**src/rtl/amo_mem_responder.sv**
```systemverilog
// Memory-side responder: arbitrates core/DMA onto a 1-cycle-latency SRAM,
// holds AMO read-modify-write sequences atomic and resolves LR/SC.
module amo_mem_responder #(
    parameter int unsigned ADDR_WIDTH   = 32,
    parameter int unsigned LOCK_TIMEOUT = 8
) (
    input  logic                  clk,
    input  logic                  reset_n,
    input  logic                  core_req_i,
    input  logic [3:0]            core_we_i,
    input  logic                  core_lock_i,
    input  logic                  core_lr_i,
    input  logic                  core_sc_i,
    input  logic [ADDR_WIDTH-1:0] core_addr_i,
    input  logic [31:0]           core_data_i,
    output logic                  core_gnt_o,
    output logic                  core_rvalid_o,
    output logic [31:0]           core_data_o,
    output logic                  sc_done_o,
    output logic                  sc_fail_o,
    input  logic                  dma_req_i,
    input  logic [3:0]            dma_we_i,
    input  logic [ADDR_WIDTH-1:0] dma_addr_i,
    input  logic [31:0]           dma_data_i,
    output logic                  dma_gnt_o,
    output logic                  dma_rvalid_o,
    output logic [31:0]           dma_data_o,
    output logic                  mem_en_o,
    output logic [3:0]            mem_we_o,
    output logic [ADDR_WIDTH-1:0] mem_addr_o,
    output logic [31:0]           mem_data_o,
    input  logic [31:0]           mem_data_i,
    output logic                  lock_timeout_o
);

    localparam int unsigned WORD_W = ADDR_WIDTH - 2;
    localparam int unsigned CNT_W  = (LOCK_TIMEOUT > 1) ? $clog2(LOCK_TIMEOUT) : 1;
    localparam logic [CNT_W-1:0] CNT_LAST = CNT_W'(LOCK_TIMEOUT - 1);

    typedef enum logic {
        ST_IDLE   = 1'b0,
        ST_LOCKED = 1'b1
    } state_t;

    state_t              r_state;
    state_t              w_state_nxt;
    logic [CNT_W-1:0]    r_cnt;
    logic [CNT_W-1:0]    w_cnt_nxt;
    logic [WORD_W-1:0]   r_lock_word;
    logic [WORD_W-1:0]   w_lock_word_nxt;
    logic                w_timeout;
    logic                r_lock_timeout;

    logic                r_last_core;
    logic                r_resv_valid;
    logic [WORD_W-1:0]   r_resv_word;

    logic                r_core_rvalid;
    logic                r_dma_rvalid;
    logic [31:0]         r_core_data;
    logic [31:0]         r_dma_data;
    logic                r_sc_done;
    logic                r_sc_fail;

    logic                w_core_gnt;
    logic                w_dma_gnt;
    logic                w_core_rd;
    logic                w_core_wr;
    logic                w_core_sc;
    logic                w_dma_rd;
    logic                w_dma_wr;
    logic                w_sc_ok;
    logic                w_sc_drop;
    logic [WORD_W-1:0]   w_core_word;
    logic [WORD_W-1:0]   w_dma_word;

    assign w_core_word = core_addr_i[ADDR_WIDTH-1:2];
    assign w_dma_word  = dma_addr_i[ADDR_WIDTH-1:2];
    assign w_sc_ok     = r_resv_valid && (r_resv_word == w_core_word);
    assign w_sc_drop   = core_sc_i && !w_sc_ok;

    // State register
    always_ff @(posedge clk) begin
        if (!reset_n) begin
            r_state        <= ST_IDLE;
            r_cnt          <= '0;
            r_lock_word    <= '0;
            r_lock_timeout <= 1'b0;
        end else begin
            r_state        <= w_state_nxt;
            r_cnt          <= w_cnt_nxt;
            r_lock_word    <= w_lock_word_nxt;
            r_lock_timeout <= w_timeout;
        end
    end

    // Output logic: grant arbitration and SRAM command for the granted master
    always_comb begin
        w_core_gnt = 1'b0;
        w_dma_gnt  = 1'b0;
        mem_en_o   = 1'b0;
        mem_we_o   = '0;
        mem_addr_o = '0;
        mem_data_o = '0;
        if (reset_n) begin
            case (r_state)
                ST_IDLE: begin
                    if (core_req_i && (!dma_req_i || !r_last_core)) begin
                        w_core_gnt = 1'b1;
                    end else if (dma_req_i) begin
                        w_dma_gnt = 1'b1;
                    end
                end
                ST_LOCKED: w_core_gnt = core_req_i;
                default: ;
            endcase
        end
        // A failing SC still occupies the SRAM slot but writes no bytes
        if (w_core_gnt) begin
            mem_en_o   = 1'b1;
            mem_we_o   = w_sc_drop ? 4'b0000 : core_we_i;
            mem_addr_o = core_addr_i;
            mem_data_o = core_data_i;
        end else if (w_dma_gnt) begin
            mem_en_o   = 1'b1;
            mem_we_o   = dma_we_i;
            mem_addr_o = dma_addr_i;
            mem_data_o = dma_data_i;
        end
    end

    assign w_core_rd = w_core_gnt && (core_we_i == 4'b0000);
    assign w_core_wr = w_core_gnt && (core_we_i != 4'b0000);
    assign w_core_sc = w_core_wr && core_sc_i;
    assign w_dma_rd  = w_dma_gnt && (dma_we_i == 4'b0000);
    assign w_dma_wr  = w_dma_gnt && (dma_we_i != 4'b0000);

    // Next-state logic: lock entry, release by write, forced release on timeout
    always_comb begin
        w_state_nxt     = r_state;
        w_cnt_nxt       = r_cnt;
        w_lock_word_nxt = r_lock_word;
        w_timeout       = 1'b0;
        case (r_state)
            ST_IDLE: begin
                if (w_core_rd && core_lock_i) begin
                    w_state_nxt     = ST_LOCKED;
                    w_cnt_nxt       = '0;
                    w_lock_word_nxt = w_core_word;
                end
            end
            ST_LOCKED: begin
                if (w_core_wr && (w_core_word == r_lock_word)) begin
                    w_state_nxt = ST_IDLE;
                end else if (w_core_rd && core_lock_i) begin
                    w_cnt_nxt       = '0;
                    w_lock_word_nxt = w_core_word;
                end else if (r_cnt == CNT_LAST) begin
                    w_state_nxt = ST_IDLE;
                    w_timeout   = 1'b1;
                end else begin
                    w_cnt_nxt = r_cnt + CNT_W'(1);
                end
            end
            default: w_state_nxt = ST_IDLE;
        endcase
    end

    // Round-robin memory: which master won most recently
    always_ff @(posedge clk) begin
        if (!reset_n) begin
            r_last_core <= 1'b0;
        end else if (w_core_gnt) begin
            r_last_core <= 1'b1;
        end else if (w_dma_gnt) begin
            r_last_core <= 1'b0;
        end
    end

    // LR/SC reservation and SC result
    always_ff @(posedge clk) begin
        if (!reset_n) begin
            r_resv_valid <= 1'b0;
            r_resv_word  <= '0;
            r_sc_done    <= 1'b0;
            r_sc_fail    <= 1'b0;
        end else begin
            r_sc_done <= w_core_sc;
            r_sc_fail <= w_core_sc && !w_sc_ok;
            if (w_core_sc) begin
                r_resv_valid <= 1'b0;
            end else if (w_core_rd && core_lr_i) begin
                r_resv_valid <= 1'b1;
                r_resv_word  <= w_core_word;
            end else if (w_dma_wr && (w_dma_word == r_resv_word)) begin
                r_resv_valid <= 1'b0;
            end
        end
    end

    // Read return: owner tagged at grant, data captured on its return cycle
    always_ff @(posedge clk) begin
        if (!reset_n) begin
            r_core_rvalid <= 1'b0;
            r_dma_rvalid  <= 1'b0;
            r_core_data   <= '0;
            r_dma_data    <= '0;
        end else begin
            r_core_rvalid <= w_core_rd;
            r_dma_rvalid  <= w_dma_rd;
            if (r_core_rvalid) begin
                r_core_data <= mem_data_i;
            end
            if (r_dma_rvalid) begin
                r_dma_data <= mem_data_i;
            end
        end
    end

    assign core_gnt_o     = w_core_gnt;
    assign dma_gnt_o      = w_dma_gnt;
    assign core_rvalid_o  = r_core_rvalid;
    assign dma_rvalid_o   = r_dma_rvalid;
    assign core_data_o    = r_core_rvalid ? mem_data_i : r_core_data;
    assign dma_data_o     = r_dma_rvalid ? mem_data_i : r_dma_data;
    assign sc_done_o      = r_sc_done;
    assign sc_fail_o      = r_sc_fail;
    assign lock_timeout_o = r_lock_timeout;

endmodule

```
**config.mk**
```make
export PLATFORM = sky130hd
export DESIGN_NAME = amo_mem_responder
export DESIGN_NICKNAME = d
export VERILOG_FILES = /design/src/rtl/amo_mem_responder.sv
export SDC_FILE = /design/constraint.sdc
export NUM_CORES = 1
export LEC_CHECK = 0
export ABC_AREA = 1
export BUFFER_PORTS_ARGS = -buffer_cell sky130_fd_sc_hd__buf_2
export CAP_MARGIN = 10
export CORE_MARGIN = 1.5
export CORE_UTILIZATION = 35
export CTS_CLUSTER_SIZE = 10
export DETAILED_ROUTE_END_ITERATION = 8
export HOLD_SLACK_MARGIN = 0.02
export PLACE_DENSITY = 0.59
export SYNTH_ARGS = -nofsm -noshare
export SYNTH_HDL_FRONTEND = slang
export SYNTH_SLANG_ARGS = --single-unit
```
**constraint.sdc**
```tcl
create_clock -name clk -period 2.4 [get_ports clk]
set_input_delay 0.48 -clock clk [delete_from_list [all_inputs] [get_ports clk]]
set_output_delay 0.48 -clock clk [all_outputs]
set_load 0.005 [all_outputs]
```
# Word level (Yosys, flattened, before mapping)
# Cells that the tools add are included.
[totals]
elab_cells = 87
in_bits = 175
regBits = 135
[classes]
add_sub_neg = 1
bitwise = 3
muxes = 36
reduce_logical = 27
n_eq_ne = 7
[op_table]
columns = ["cell", "n"]
rows = [
  ["$mux 32", 6],
  ["$eq 30x30->1", 3],
  ["$mux 30", 2],
  ["$pmux 30 s2", 1],
  ["$mux 1", 17],
  ["$logic_and 1x1->1", 13],
  ["$mux 3", 4],
  ["$mux 4", 3],
  ["$logic_not 4->1", 2],
  ["$reduce_bool 4->1", 2],
  ["$pmux 3 s2", 1],
  ["$ne 2x2->1 const B", 2],
  ["$pmux 1 s2", 2],
  ["$reduce_bool 2->1", 2],
  ["$reduce_or 4->1", 1],
  ["$add 3x1->3 const B", 1],
  ["$eq 3x3->1 const B", 1],
  ["$logic_not 1->1", 3],
  ["$ne 3x3->1 const B", 1],
  ["$not 1->1", 3],
  ["$reduce_and 3->1", 1],
  ["$reduce_and 2->1", 1],
  ["$reduce_or 2->1", 1],
  ["$logic_or 1x1->1", 1],
]

# Depth between registers and ports, before layout
[logic_depth]
ltp_word = 11
depth_mapped = 12
mapped_depth_nobuf = 12

# Least setup slack after synthesis
# OpenSTA, ideal clock, no wires.
[synth_timing]
path_kind = "input-to-output"
startpoint = "in reset_n"
endpoint = "out mem_data_o[10]"
path_slack_ns = 0.497
stages = 8
t_required_ns = 1.920
t_arrival_ns = 1.423
path_cell_list = "buf_4 -> nand2_4 -> clkinv_4 -> nand2_8 -> inv_6 -> buf_2 -> buf_2 -> a22o_1"
[synth_via]
elab_chain_cells = 3
elab_cells_between_ends = 4
[synth_lines]
columns = ["item", "line_no", "text"]
rows = [
  ["start, declared", "8", "input logic reset_n,"],
  ["$mux 1", "105", "if (reset_n) begin"],
  ["$mux 32", "124", "end else if (w_dma_gnt) begin"],
  ["$mux 32 (*)", "119", "if (w_core_gnt) begin"],
  ["end, declared", "31", "output logic [31:0] mem_data_o,"],
]
# Mark *: on every way between the ends. The rest lies on a longest branch, timed or not.

# Worst setup path after layout
[layout_timing]
startpoint = "reg r_resv_word[18]"
endpoint = "out mem_we_o[3]"
[layout_via]
elab_chain_cells = 6
[layout_lines]
columns = ["item", "line_no", "text"]
rows = [
  ["start, declared", "56", "logic [WORD_W-1:0] r_resv_word;"],
  ["start signal, assigned", "194", "r_resv_word <= w_core_word;"],
  ["$eq 30x30->1", "79", "assign w_sc_ok = r_resv_valid && (r_resv_word == w_core_word);"],
  ["$logic_and 1x1->1", "79", ""],
  ["$logic_not 1->1", "80", "assign w_sc_drop = core_sc_i && !w_sc_ok;"],
  ["$logic_and 1x1->1", "80", ""],
  ["$mux 4", "121", "mem_we_o = w_sc_drop ? 4'b0000 : core_we_i;"],
  ["$mux 4", "119", ""],
  ["end, declared", "29", "output logic [3:0] mem_we_o,"],
]
# No other way between the ends.

==> flow_summary.json <==
{
  "status": "finished with violations",
  "failed_checks": "negative setup slack",
  "synth_cells": 1002,
  "worst_slew_pin_slew_ns": 0.510,
  "power_frac_clock_pct": 46.8,
  "synth_top_area_share_pct": 38.6,
  "synth_area_leaders": "dfxtp_1, nand2_1, a21oi_1",
  "crit_fanout": 4,
  "synth.avg_cell_area_um2": 7.00,
  "grt_pass1_vias": 6945,
  "start_util_pct": 35.9,
  "ctsHoldBuffers": 0,
  "peakVddDrop_uv": 506,
  "pwr-share-seq_pct": 39.6,
  "internal-power_w": 0.00423,
  "crit_path_end_kind": "primary output",
  "final_cell_area_um2": 9750,
  "dr.first_iter.drc_count": 478,
  "clock-sinks": 135,
  "clk_path_buf_depth": 2,
  "clk_pin_slew_ns": 0.06,
  "dpl.hpwl_um": 20800,
  "min_path_type": "in2reg",
  "vias_per_cell": 4.86,
  "holdPathEnd": "r_dma_data[6]$_SDFF_PN0_",
  "final_common_cell": "nand2_1",
  "sw_frac_of_total_pct": 26.2,
  "drv_cap": 0,
  "comb_power_share_pct": 13.6,
  "route.vias.total": 7793,
  "num_rows": 51,
  "cp.arrival_ns": 1.93,
  "drv_slew": 0,
  "path_class": "reg2out",
  "tns_ns": -0.0333,
  "dieArea_um2": 20900,
  "die_w_um": 145,
  "ios": 315,
  "firstDrtPassIters": 4,
  "timing.rr.start": "r_state$_SDFF_PN0_",
  "finalNonFillerCells": 1603,
  "min_path_cells": 3,
  "power.switching_w": 0.00150,
  "power.total_w": 0.00572,
  "period_share_pct": 101,
  "root_buffer": "clkbuf_16",
  "cts_tree": "built",
  "syn_nets": 1179,
  "clk_latency_ns": 0.42,
  "fmax_mhz": 414,
  "finalSetupViolCount": 3,
  "reg2reg_to": "r_resv_word[24]$_SDFFE_PN0P_",
  "yosysTopAreaCell": "dfxtp_1",
  "yosys_warnings": 0,
  "yosysSeqAreaShare_pct": 38.6,
  "syn_area_um2": 7010,
  "die_height_um": 145,
  "wl_per_cell_um": 16.8,
  "portBuffers": 314,
  "cts_buffers": 17,
  "grt_antenna_before_repair": 4,
  "yosys_register_bits": 135,
  "place.gp.congestion": 0.900,
  "grt_max_degree": 47,
  "dpl_cell_area_um2": 9000,
  "rsz0062_at_grt": "true",
  "drt_wl_total_um": 27000,
  "grt_pass1_wl_um": 38400,
  "power_leakage_nw": 4.87,
  "finClkSkew_ns": 0.00769,
  "min_from": "mem_data_i[6]",
  "drc": 0,
  "grt_overflow": 0,
  "setup_slack_ns": -0.0139,
  "power.density_nw_per_um2": 587,
  "area_growth_syn_to_layout_pct": 39.1,
  "final_cell_mix": "nand2_1, buf_2, a21oi_1",
  "core_um2": 19500,
  "r2r_setup_slack_ns": 0.35,
  "htreeDepth": 4,
  "synth_cell_types": 37,
  "placedCellCount": 1562,
  "reg2reg_depth": 11,
  "crit_required_ns": 1.92,
  "relSlewSlack_pct": 66.0,
  "nNetsFinal": 1498,
  "hold_viol": 0,
  "grt_util_all_layers_pct": 24.9,
  "drive_gt1_share_pct": 33.7,
  "ant_nets": 0,
  "cp-start-kind": "flip-flop",
  "post-route-min-period_ns": 2.41
}
-- logic make-up (layout without fill, tap and decap cells) --
logic type      after synthesis  after routing  share of synthesized area [%]
fa+ha+maj                     2              2                          0.357
other cells                   0              4                              0
flops                       135            135                           38.6
buf+inv                     119            451                           7.30
compound gates              248            248                           20.0
simple gates                435            435                           25.9
xor+xnor                     63             63                           7.87
-- sequential cells by signal, summed over array words and instances (netlist names) --
| register | cells |
|---|---|
| lock_timeout_o | 1 |
| r_resv_valid | 1 |
| r_state | 1 |
| sc_done_o | 1 |
| r_cnt | 3 |
| r_last_core | 1 |
| dma_rvalid_o | 1 |
| r_lock_word | 30 |
| r_dma_data | 32 |
| r_resv_word | 30 |
| sc_fail_o | 1 |
| r_core_data | 32 |
| core_rvalid_o | 1 |
-- final cells by class --
cell class / instances / area, µm²
Inverter: 61 / 244
Timing Repair Buffer: 358 / 1970
Multi-Input combinational cell: 748 / 3870
Clock inverter: 11 / 138
Clock buffer: 21 / 470
Sequential cell: 135 / 2720
Antenna cell: 4 / 10.0
Fill cell: 2035 / 9770
Tap cell: 265 / 332
-- stage by stage --
stage	hold slack, ns	setup WS (ns)	utilization [%]
finish	0.336	-0.0139	50.0
detailed placement	0.459	0.0645	46.1
global route	0.317	-0.118	50.0
floorplan	0.442	0.497	-
CTS	0.322	0.00413	49.5
global placement	0.455	0.0788	46.1
-- critical path, stage by stage, from the launching register on --
cell	delay, ns
dfxtp_4	0.37
xnor2_2	0.16
nand2_1	0.14
nor3_2	0.15
nand4_1	0.12
nor2_2	0.21
nand2_4	0.07
nand2_4	0.09
nand2_1	0.05
nand2_1	0.05
buf_2	0.10
-- worst max path at each step --
stage | from | endpoint | slack (ns) | cells past startpoint
global route | r_resv_word[18]$_SDFFE_PN0P_ | mem_we_o[3] | -0.12 | 10
detailed placement | core_addr_i[29] | mem_we_o[1] | 0.06 | 12
finish | r_resv_word[18]$_SDFFE_PN0P_ | mem_we_o[3] | -0.01 | 10
global placement | core_addr_i[29] | mem_we_o[3] | 0.08 | 12
CTS | r_resv_word[7]$_SDFFE_PN0P_ | mem_we_o[1] | 0.004 | 12
floorplan | reset_n | mem_data_o[10] | 0.50 | 8
-- power groups by stage --
stage	registers [W]	clock network [W]	logic, W
finish	0.00226	0.00268	0.000779
global route	0.00226	0.00283	0.000844
CTS	0.00226	0.00272	0.000770
detailed placement	0.00231	0	0.000763
global placement	0.00231	0	0.000763
floorplan	0.00231	0	0.000315
-- routing by layer --
metal	up-vias	wire length [µm]	global-route usage (%)
li1	3928	-	-
met1	3541	11200	30.5
met2	299	13300	42.9
met3	25	2110	5.76
met4	0	385	7.97
met5	-	0	0
-- synthesized netlist by cell type, drive strengths merged --
master  count
nand2     343
a21oi     151
dfxtp     135
inv        60
o21ai      52
xnor2      40
clkbuf     35
a22o       34
nand3      34
nor2       34
buf        23
xor2       23
nand4      12
o22ai      10
nor3        9
ha          2
or2         2
clkinv      1
nor3b       1
o31ai       1
-- what timing repair did --
action	in CTS	in global routing
resized for setup	23	18
setup buffers	3	2
setup endpoints to repair	7	30
pin swaps	12	13
Power figures use the tool's default switching activity.
